### src/rtl/raabb_slab_reducer.sv
// rtl/raabb_slab_reducer.sv - ray/AABB slab interval reducer: running max(t_near), min(t_far), hit decision
// Ordering uses a signed magnitude key built from the encoded float; no arithmetic FP unit is needed.
module raabb_slab_reducer #(
  parameter int width = 27,
  parameter int CNT_W = 4
) (
  input  logic             clk,
  input  logic             rst,
  input  logic             in_valid,
  input  logic [width:0]   in_near,
  input  logic [width:0]   in_far,
  input  logic             in_last,
  output logic             out_valid,
  output logic [width:0]   out_tnear,
  output logic [width:0]   out_tfar,
  output logic             out_hit,
  output logic             out_nan,
  output logic [CNT_W-1:0] out_cnt
);
  localparam int W = width + 1;

  // Zeros of either sign and NaNs collapse to magnitude 0, so +0 == -0 and the order is total.
  function automatic logic signed [W-1:0] key_of(input logic [W-1:0] v);
    logic [W-2:0] mag;
    mag = '0;
    case (v[W-1:W-2])
      2'b01:   mag = {2'b01, v[W-4:0]};
      2'b10:   mag = {2'b10, {(W-3){1'b0}}};
      default: mag = '0;
    endcase
    key_of = v[W-3] ? -$signed({1'b0, mag}) : $signed({1'b0, mag});
  endfunction

  logic                  s1_valid, s1_last, s1_nan;
  logic [W-1:0]          s1_near, s1_far;
  logic signed [W-1:0]   s1_kn, s1_kf;

  logic                  first, acc_done, acc_nan;
  logic [W-1:0]          acc_near, acc_far;
  logic signed [W-1:0]   acc_kn, acc_kf;
  logic [CNT_W-1:0]      acc_cnt;

  always_ff @(posedge clk or posedge rst) begin
    if (rst) begin
      s1_valid <= 1'b0;
      s1_last  <= 1'b0;
      s1_nan   <= 1'b0;
      s1_near  <= '0;
      s1_far   <= '0;
      s1_kn    <= '0;
      s1_kf    <= '0;
    end else begin
      s1_valid <= in_valid;
      s1_last  <= in_valid & in_last;
      s1_nan   <= (in_near[W-1:W-2] == 2'b11) | (in_far[W-1:W-2] == 2'b11);
      s1_near  <= in_near;
      s1_far   <= in_far;
      s1_kn    <= key_of(in_near);
      s1_kf    <= key_of(in_far);
    end
  end

  always_ff @(posedge clk or posedge rst) begin
    if (rst) begin
      first    <= 1'b1;
      acc_done <= 1'b0;
      acc_nan  <= 1'b0;
      acc_near <= '0;
      acc_far  <= '0;
      acc_kn   <= '0;
      acc_kf   <= '0;
      acc_cnt  <= '0;
    end else begin
      acc_done <= s1_valid & s1_last;
      if (s1_valid) begin
        // Strict compares: on a tie the earlier encoding is kept.
        if (first || (s1_kn > acc_kn)) begin
          acc_near <= s1_near;
          acc_kn   <= s1_kn;
        end
        if (first || (s1_kf < acc_kf)) begin
          acc_far <= s1_far;
          acc_kf  <= s1_kf;
        end
        acc_nan <= first ? s1_nan : (acc_nan | s1_nan);
        if (first)
          acc_cnt <= CNT_W'(1);
        else if (acc_cnt != {CNT_W{1'b1}})
          acc_cnt <= acc_cnt + CNT_W'(1);
        first <= s1_last;
      end
    end
  end

  always_ff @(posedge clk or posedge rst) begin
    if (rst) begin
      out_valid <= 1'b0;
      out_tnear <= '0;
      out_tfar  <= '0;
      out_hit   <= 1'b0;
      out_nan   <= 1'b0;
      out_cnt   <= '0;
    end else begin
      out_valid <= acc_done;
      if (acc_done) begin
        out_tnear <= acc_near;
        out_tfar  <= acc_far;
        out_nan   <= acc_nan;
        out_cnt   <= acc_cnt;
        out_hit   <= !acc_nan && (acc_kn <= acc_kf) && !acc_kf[W-1];
      end
    end
  end
endmodule

### config.mk
export PLATFORM = sky130hd
export DESIGN_NAME = raabb_slab_reducer
export DESIGN_NICKNAME = d
export VERILOG_FILES = /design/src/rtl/raabb_slab_reducer.sv
export SDC_FILE = /design/constraint.sdc
export NUM_CORES = 1
export LEC_CHECK = 0
export CORE_MARGIN = 2
export CORE_UTILIZATION = 44
export CTS_CLUSTER_SIZE = 24
export DETAILED_ROUTE_END_ITERATION = 8
export PLACE_DENSITY = 0.75
export SLEW_MARGIN = 5
export SYNTH_ARGS = -nofsm -noshare
export SYNTH_HDL_FRONTEND = slang
export SYNTH_SLANG_ARGS = --single-unit
### constraint.sdc
create_clock -name clk -period 10.91 [get_ports clk]
set_clock_uncertainty 0.2 [all_clocks]
set_input_delay 1.6365 -clock clk [delete_from_list [all_inputs] [get_ports clk]]
set_output_delay 1.6365 -clock clk [all_outputs]
set_load 0.05 [all_outputs]
==> flow_metrics.env <==
export IMPL_synth_most_common_cell="dfrtp_1"
export IMPL_worstReg2RegStart="acc_kf[27]"
export IMPL_synthMuxAreaShare_pct=15.2
export IMPL_cts_hold_buf=0
export IMPL_yosys_area_share_simple_pct=7.11
export IMPL_cts_buffer_depth=3
export IMPL_ys_seq_elements=297
export IMPL_synth_compound_area_share_pct=7.24
export IMPL_outcome="finished clean"
export IMPL_grt_usage_pct=16.6
export IMPL_die_area_sq_um=31500
export IMPL_synth_async_sr_flop_share_pct=100
export IMPL_maxCapViolations=0
export IMPL_cts_sinks=297
export IMPL_gp_congestion=0.865
export IMPL_grt_start_max_net_pins=173
export IMPL_r2r_slack_ns=6.76
export IMPL_ctsResizeCount=0
export IMPL_synth_top_family_by_area="multiplexers"
export IMPL_grt_pass1_vias=8594
export IMPL_ios=123
export IMPL_final_cells=1597
export IMPL_worstHoldStart="s1_far[27]"
export IMPL_drt_pass1_iterations=4
export IMPL_io_buffer_count=122
export IMPL_syn_area_per_cell_sq_um=12.5
export IMPL_vias_per_cell=5.22
export IMPL_power_density_nw_per_um2=279
export IMPL_synth_xor_area_share_pct=2.32
export IMPL_yosys_area_top_type_share_pct=55.9
export IMPL_nNetsFinal=1339
export IMPL_yosysWarnings=0
export IMPL_syn2layout_area_growth_pct=20.5
export IMPL_wl_um=25700
export IMPL_hp_class="reg2reg"
export IMPL_synth_common_cells="296 x dfrtp_1, 133 x mux2_2, 94 x ha_1"
export IMPL_synth_top_cell_by_area="dfrtp_1"
export IMPL_endpoint_kind="flip-flop"
export IMPL_insertedDiodeCount=0
export IMPL_dr_total_vias=8329
export IMPL_coreArea_sq_um=29600
export IMPL_wl_per_cell_um=16.1
export IMPL_rows=63
export IMPL_grt_ovfl_total=0
export IMPL_netlist_top_cells_area="dfrtp_1 56%, mux2_2 11%, ha_1 8.9%"
export IMPL_post_route_period_util_pct=42.4
export IMPL_cts_post_setup_buffers_inserted=0
export IMPL_h_tree_depth=1
export IMPL_antenna_found_initial=0
export IMPL_syn_num_nets=1212
export IMPL_netlist_instances=1058
export IMPL_critPathArrivalTime_ns=4.88
export IMPL_startpoint_type="input port"
export IMPL_reg2regPathDepth=10
export IMPL_cts_tree="done"
export IMPL_fin_crit_ns=4.63
export IMPL_crit_fanout=20
export IMPL_fp_dieH_um=177
export IMPL_layout_drive_gt1_share_pct=16.7
export IMPL_critical_path_class="in2reg"
export IMPL_synth_edf_count=0
export IMPL_rsz0062_at_grt="false"
export IMPL_root_buffer="clkbuf_16"
export IMPL_vdd_drop_max_v=0.000132
export IMPL_slew_violations=0
export IMPL_syn_area_sq_um=13200
export IMPL_final_hold_violation_count=0
export IMPL_final_setup_viol_count=0
export IMPL_clk_latency_ns=0.55
export IMPL_p_total_uw=4450
export IMPL_fp_dieW_um=177
export IMPL_path_clk_slew_ns=0.06
export IMPL_drt_initial_drc_count=424
export IMPL_maxSlewHeadroom_pct=29.2
export IMPL_p_leak_uw=0.00717
export IMPL_place_inst=1543
export IMPL_synth_seq_area_share_pct=56.1
export IMPL_hold_path_endpoint="acc_far[27]"
export IMPL_cts_buffers=30
export IMPL_required_ns=11.16
export IMPL_synth_cell_types=55
export IMPL_ys_flop_type="dfrtp_1"
export IMPL_worst_slew_pin_slew_ns=1.06
export IMPL_hpwl_um=18100
export IMPL_whs_path_depth=1
export IMPL_fmax_mhz=216
export IMPL_ant_nets=0
export IMPL_initial_utilization_pct=44.7
export IMPL_drc=0
export IMPL_grt_pass1_wl_um=42500
export IMPL_synthAdderAreaFrac_pct=8.88
export IMPL_r2r_end="acc_far[25]"
export IMPL_setup_tns_ns=0
-- cells in the final DEF (no fill, tap or decap), drive strengths merged, types with 3 or more instances in the layout --
master and count:
nor2b 3, buf 5, or4 10, dfrtp 296
or3 7, o211ai 3, o31a 3, mux2i 8
nand2b 3, o21bai 3, or2 3, nor3 14
and2 12, nor4 5, a211oi 4, xnor2 13
clkdlybuf4s50 122, a21o 11, mux2 172, clkinv 8
bufinv 6, clkbuf 38, o21ai 47, nand2 66
a21oi 52, nand3 13, o41ai 4, nand4 14
ha 94, o21a 5, o31ai 10, inv 73
xor2 22, nor2 36, a31oi 3
-- layout make-up --
cell class,count,area [sq um]
Fill cell,2497,13700
Sequential cell,297,7430
Multi-Input combinational cell,656,5420
Timing Repair Buffer,127,1270
Clock buffer,38,832
Tap cell,390,488
Inverter,73,282
Clock inverter,16,235
-- report_power, final --
part / total (uW) / internal [uW] / switching [uW]
sequential: 1650 / 1450 / 200
combinational: 1710 / 738 / 969
clock: 1090 / 678 / 415
total: 4450 / 2870 / 1580
-- how the worst max path moves through the flow --
stage,startpoint,end,slack [ns],depth (start not counted)
2_1_floorplan,rst,acc_cnt[0],0.87,1
3_5_place_dp,in_near[27],s1_kn[22],5.75,10
3_3_place_gp,in_near[26],s1_kn[22],5.91,9
5_1_grt,in_near[27],s1_kn[22],5.91,10
4_1_cts,in_near[26],s1_kn[22],6.30,9
6_report,in_near[26],s1_kn[22],6.28,9
-- registers in the layout, summed over array words and instances (netlist names), 28 cells and up --
name       flops
acc_far       28
s1_kf         28
acc_kn        28
s1_far        28
out_tfar      28
s1_near       28
s1_kn         28
acc_kf        28
out_tnear     28
acc_near      28
-- metal layers --
metal  wire length (um)  vias to the layer above  global-route usage, %
met1              10900                     4185                   20.9
met4                483                        0                   4.10
met3                948                       38                   2.27
li1                   -                     3975                      -
met2              13400                      131                   29.9
met5                  0                        -                      0
-- metrics by stage --
step | setup WS [ns] | instance area [sq um] | util (%) | hold slack (ns)
2_1_floorplan | 0.871 | 13200 | - | 0.152
3_3_place_gp | 5.91 | 14900 | 50.2 | 0.244
6_report | 6.28 | 16000 | 53.8 | 0.266
5_1_grt | 5.91 | 16000 | 53.8 | 0.283
3_5_place_dp | 5.75 | 14900 | 50.2 | 0.249
4_1_cts | 6.30 | 16000 | 53.8 | 0.266
-- critical path, stage by stage --
cell and delay (ns):
clkdlybuf4s50_1 0.56, ha_1 0.62, inv_1 0.41, o21ai_0 0.60, o21bai_1 0.25, o21bai_1 0.19
and2_1 0.24, nor2_1 0.13, nor3_1 0.23
-- kinds of logic (layout without fill, tap and decap cells) --
group	Yosys count	after routing
AO/OA/AOI/OAI	156	156
multiplexers	180	180
XOR/XNOR	35	35
adder cells (fa/ha/maj)	94	94
buffers and inverters	105	254
flip-flops	297	297
AND/OR/NAND/NOR	191	191
(Power assumes the default switching activity.)
==> edit 1: new RTL, same settings <==
Change the parameter `CNT_W` from 4 to 6.
--- a/src/rtl/raabb_slab_reducer.sv
+++ b/src/rtl/raabb_slab_reducer.sv
@@ -2,7 +2,7 @@
 // Ordering uses a signed magnitude key built from the encoded float; no arithmetic FP unit is needed.
 module raabb_slab_reducer #(
   parameter int width = 27,
-  parameter int CNT_W = 4
+  parameter int CNT_W = 6
 ) (
   input  logic             clk,
   input  logic             rst,
Ports: changed (resized out_cnt); port bits go from 123 to 125. The function was not compared with the original's and may differ.
==> edit 1 against the unedited design <==
  * Total power up 2.5%
  * Synthesized area up 2.0%
  * Clock power about the same
  * Worst setup slack better by 0.57 ns
  * Wire length up 3.9%
  * Cell area up 2.0%
  * Sequential cell count up 4
  * First-iteration DRC count down 11%
  * Count of clock-buffer cells in the layout up 8
  * Critical path type is now primary input to async pin
==> edit 1: results (changes against the unedited design) <==
Run status: completed
CTS H-tree lvls: 2 (+1)
Syn Nets: 1228 (+1.3%)
Port Buffer Count: 124 (+1.6%)
Pleak: 0.00738 µW (+2.9%)
Final wirelength: 26700 µm (+3.9%)
Worst Path Arrival: 4.36 ns (-0.52 ns)
Pin count of the biggest net entering global routing: 94 (-46%)
Top cells by area, synth: dfrtp_1, mux2_2, ha_1, nand2_1, inv_1
CP max stage delay: 0.83 ns (+0.21 ns)
Final hold violations: 0 (unchanged)
Total CTS buffers: 34 (+13%)
Antenna violations before repair: 0 (unchanged)
DRT iter0 DRCs: 378 (-11%)
Most instantiated cells after synthesis: dfrtp_1, mux2_2, ha_1
Vias in the first global route: 8859 (+3.1%)
Layout cell share with drive strength beyond 1: 20.5% (+3.8 points)
Slew HR: 30.8% (+1.6 points)
CTS tree: yes
Multiplexer area fraction after synthesis: 15.0% (-0.27 points)
Final net count: 1360 (+1.6%)
Synth Flop Type: dfrtp_1
DRT Pass-1 Iters: 4 (unchanged)
Clock Tree Root: clkbuf_16
DR vias/cell: 5.28 (+1.2%)
Clock Latency Late Sink: 0.51 ns (-0.04 ns)
XOR/XNOR Fraction of Synth Area: 2.14% (-0.17 points)
Worst hold path class: flop to flop
Complex-gate fraction of the synthesized area: 8.15% (+0.91 points)
Dpl cell area: 0.0152 mm² (+2.0%)
Post_cts resized: 0 (unchanged)
Post-synthesis sequential area ratio: 55.8% (-0.34 points)
First-pass GRT wire length: 43900 µm (+3.5%)
Slowest-stage cell, CP: buf_4
Critical path fanouts, max: 93 (+370%)
Adder-cell share of the synthesized area: 8.71% (-0.17 points)
Gpl congestion: 0.816 (-5.8%)
Clock slew at reported path FFs: 0.06 ns (about the same)
Total Routing Usage GR: 17.1% (+0.51 points)
Worst IR Drop VDD: 0.000108 V (-18%)
HPWL reported at the end of detailed placement: 18500 µm (+2.1%)
Ant. Diodes: 0 (unchanged)
[edit 1: cell count changes after synthesis, moves of 6 or more]
cell,delta
xor2_1,-6
a21oi_1,-16
nand2b_1,+6
clkbuf_1,+7
mux2_2,+42
mux2_1,-39
a32oi_1,+7
nor2_1,-14
nor3_1,-9
nand2_1,+10
a21o_1,+17
[edit 1: worst paths after layout]
kind	depth (start not counted)	endpoint	startpoint	slack [ns]
min in group asynchronous	2	out_tnear[23]	rst	1.44
worst max-delay path	4	s1_far[5]	rst	6.85
worst max register to register	9	acc_kf[13]	s1_kf[5]	7.49
worst min-delay path	2	acc_nan	s1_nan	0.26
max in group clk	8	s1_kn[25]	in_near[5]	6.85
worst min register to register	2	acc_nan	s1_nan	0.26
[edit 1: report_power, final]
group          internal [µW]  total (µW)  switching (µW)
clock network            647        1090             439
registers               1470        1690             212
logic                    795        1790             997
[edit 1: per-layer routing]
layer	track usage [%]	vias to the layer above	wire [µm]	share of wire, %
li1	-	4051	-	-
met1	21.5	4340	11400	43
met2	29.9	146	13700	51
met3	2.93	48	962	3.6
met4	5.41	0	665	2.5
met5	0	-	0	0
[edit 1: area by class of cell]
class	instances	area (µm²)
clock buffers	46	966
clock inverters	14	114
fillers	2568	14200
inverters	70	270
multi-input cells	666	5580
flip-flops and latches	301	7540
well taps	396	495
repair buffers	133	1310
[edit 1: cells by family (layout without fill, tap and decap cells)]
kind of cell             after synthesis  after routing
AND/OR/NAND/NOR                      192            192
flip-flops                           301            301
AO/OA/AOI/OAI                        167            167
buffers and inverters                107            263
adder cells (fa/ha/maj)               94             94
multiplexers                         180            180
XOR/XNOR                              33             33
[edit 1: metrics by stage]
step / setup WS (ns) / instances / power, µW / util (%)
final: 6.85 / 1626 / 4560 / 53.5
after global routing: 6.40 / 1626 / 4850 / 53.5
after CTS: 6.70 / 1626 / 4610 / 53.5
after detailed placement: 6.18 / 1566 / 3510 / 49.9
after global placement: 6.25 / 1566 / 3430 / 49.9
after floorplan: 0.758 / 1074 / 2960 / -
[edit 1: critical path, delay by kind of cell]
kind | cells | cell delay (ns)
buf+inv | 4 | 2.59
==> edit 2: new RTL, config.mk and constraints unchanged <==
Made on the original files. Add an input register stage for `in_far`; this delays it by one clock. The other inputs are not delayed to match.
--- a/src/rtl/raabb_slab_reducer.sv
+++ b/src/rtl/raabb_slab_reducer.sv
@@ -18,6 +18,16 @@
   output logic [CNT_W-1:0] out_cnt
 );
   localparam int W = width + 1;
+
+  logic [width:0] in_far_q;
+
+  always_ff @(posedge clk or posedge rst) begin
+    if (rst) begin
+      in_far_q <= '0;
+    end else begin
+      in_far_q <= in_far;
+    end
+  end
 
   // Zeros of either sign and NaNs collapse to magnitude 0, so +0 == -0 and the order is total.
   function automatic logic signed [W-1:0] key_of(input logic [W-1:0] v);
@@ -52,11 +62,11 @@
     end else begin
       s1_valid <= in_valid;
       s1_last  <= in_valid & in_last;
-      s1_nan   <= (in_near[W-1:W-2] == 2'b11) | (in_far[W-1:W-2] == 2'b11);
+      s1_nan   <= (in_near[W-1:W-2] == 2'b11) | (in_far_q[W-1:W-2] == 2'b11);
       s1_near  <= in_near;
-      s1_far   <= in_far;
+      s1_far   <= in_far_q;
       s1_kn    <= key_of(in_near);
-      s1_kf    <= key_of(in_far);
+      s1_kf    <= key_of(in_far_q);
     end
   end
 
Check against the original RTL: not equivalent (a bounded check fails within 4 cycles, from zero or initial values and one cycle with rst high).
==> edit 2 against the unedited design <==
  * Synthesized cell count is 49% higher
  * Wire length is 54% higher
  * Sequential cell count up 28
  * Worst hold slack worse by 0.0099 ns
  * Critical path depth decreased by 1
  * Total power up 21%
  * Non-clock buffer count rose by 12
  * Synthesized area grew 24%
  * Cell area increased by 20%
  * Global-route usage rose by 4.1 points
  * Worst setup slack improved by 0.79 ns
  * Combinational power up 34%
  * Critical path type unchanged
==> edit 2: results (changes against the unedited design) <==
End of the critical path: s1_kn[14]
Largest family of logic cells by synthesized area: simple AND/OR/NAND/NOR gates
R2R cell count: 9 (-1)
Complex-gate fraction of the synthesized area: 13.6% (+6.4 points)
Reg-to-Reg End: acc_far[19]
Pleak: 0.00837 µW (+17%)
Delay-heaviest family, CP: buffers and inverters
DR vias/cell: 5.76 (+11%)
Gpl congestion: 0.819 (-5.4%)
CP max stage delay: 0.54 ns (-0.08 ns)
Syn Nets: 1734 (+43%)
Worst Path Arrival: 4.07 ns (-0.81 ns)
Layout cell share with drive strength beyond 1: 12.9% (-3.7 points)
Critical path fanouts, max: 30 (+50%)
First-pass GRT wire length: 65000 µm (+53%)
Final wirelength: 39600 µm (+54%)
Post-synthesis sequential area ratio: 49.7% (-6.5 points)
Run status: completed
Total CTS buffers: 35 (+17%)
Most instantiated cells after synthesis: dfrtp_1, nand2_1, mux2_2
R2R setup slack: 7.17 ns (+0.41 ns)
Placed insts: 2091 (+36%)
Post-synthesis cell type count: 62 (+13%)
Adder-cell share of the synthesized area: 7.19% (-1.7 points)
Slowest-stage cell, CP: clkdlybuf4s50_1
edit 2: cell types whose count changed after synthesis, moves of 29 or more:
cell      unedited run  this run
nand2_1             66       208
clkbuf_1            20        81
o21ai_0             40        91
a21oi_1             52       100
mux2_1              39         0
nor2b_1              3        33
a2111o_1             0        29
edit 2: worst min path at each step:
stage                     cells past startpoint    startpoint  slack, ns           end
after detailed placement                      0  in_far_q[21]       0.24    s1_far[21]
after floorplan                               0      acc_done       0.15     out_valid
after CTS                                     2        s1_nan       0.26       acc_nan
after global placement                        2        s1_nan       0.23       acc_nan
final                                         2        s1_nan       0.26       acc_nan
after global routing                          1   s1_near[19]       0.28  acc_near[19]
edit 2: power groups by stage:
stage / clock, µW / combinational (µW) / sequential (µW)
floorplan: 0 / 1290 / 2160
global placement: 0 / 2190 / 1830
detailed placement: 0 / 2270 / 1840
CTS: 1310 / 2290 / 1830
global route: 1350 / 2500 / 1880
finish: 1290 / 2290 / 1830
edit 2: area by class of cell:
type	count	area (µm²)	area share (%)
Inverter	71	274	1.43
Clock buffer	51	1060	5.50
Tap cell	468	586	3.05
Sequential cell	325	8140	42.4
Timing Repair Buffer	139	1350	7.02
Multi-Input combinational cell	1088	7610	39.6
Clock inverter	10	195	1.02
edit 2: through the flow:
step	util, %	instance area, µm²
final	52.5	19200
after global routing	52.5	19200
after CTS	52.5	19200
after detailed placement	49.1	18000
after global placement	49.1	18000
after floorplan	-	16400
edit 2: layer usage:
metal / track usage (%) / vias up / part of all wire [%]
met5: 0 / - / 0
met2: 33.9 / 359 / 48
met4: 8.24 / 0 / 3.0
met1: 27.9 / 6205 / 44
met3: 2.93 / 81 / 4.7
li1: - / 5758 / -
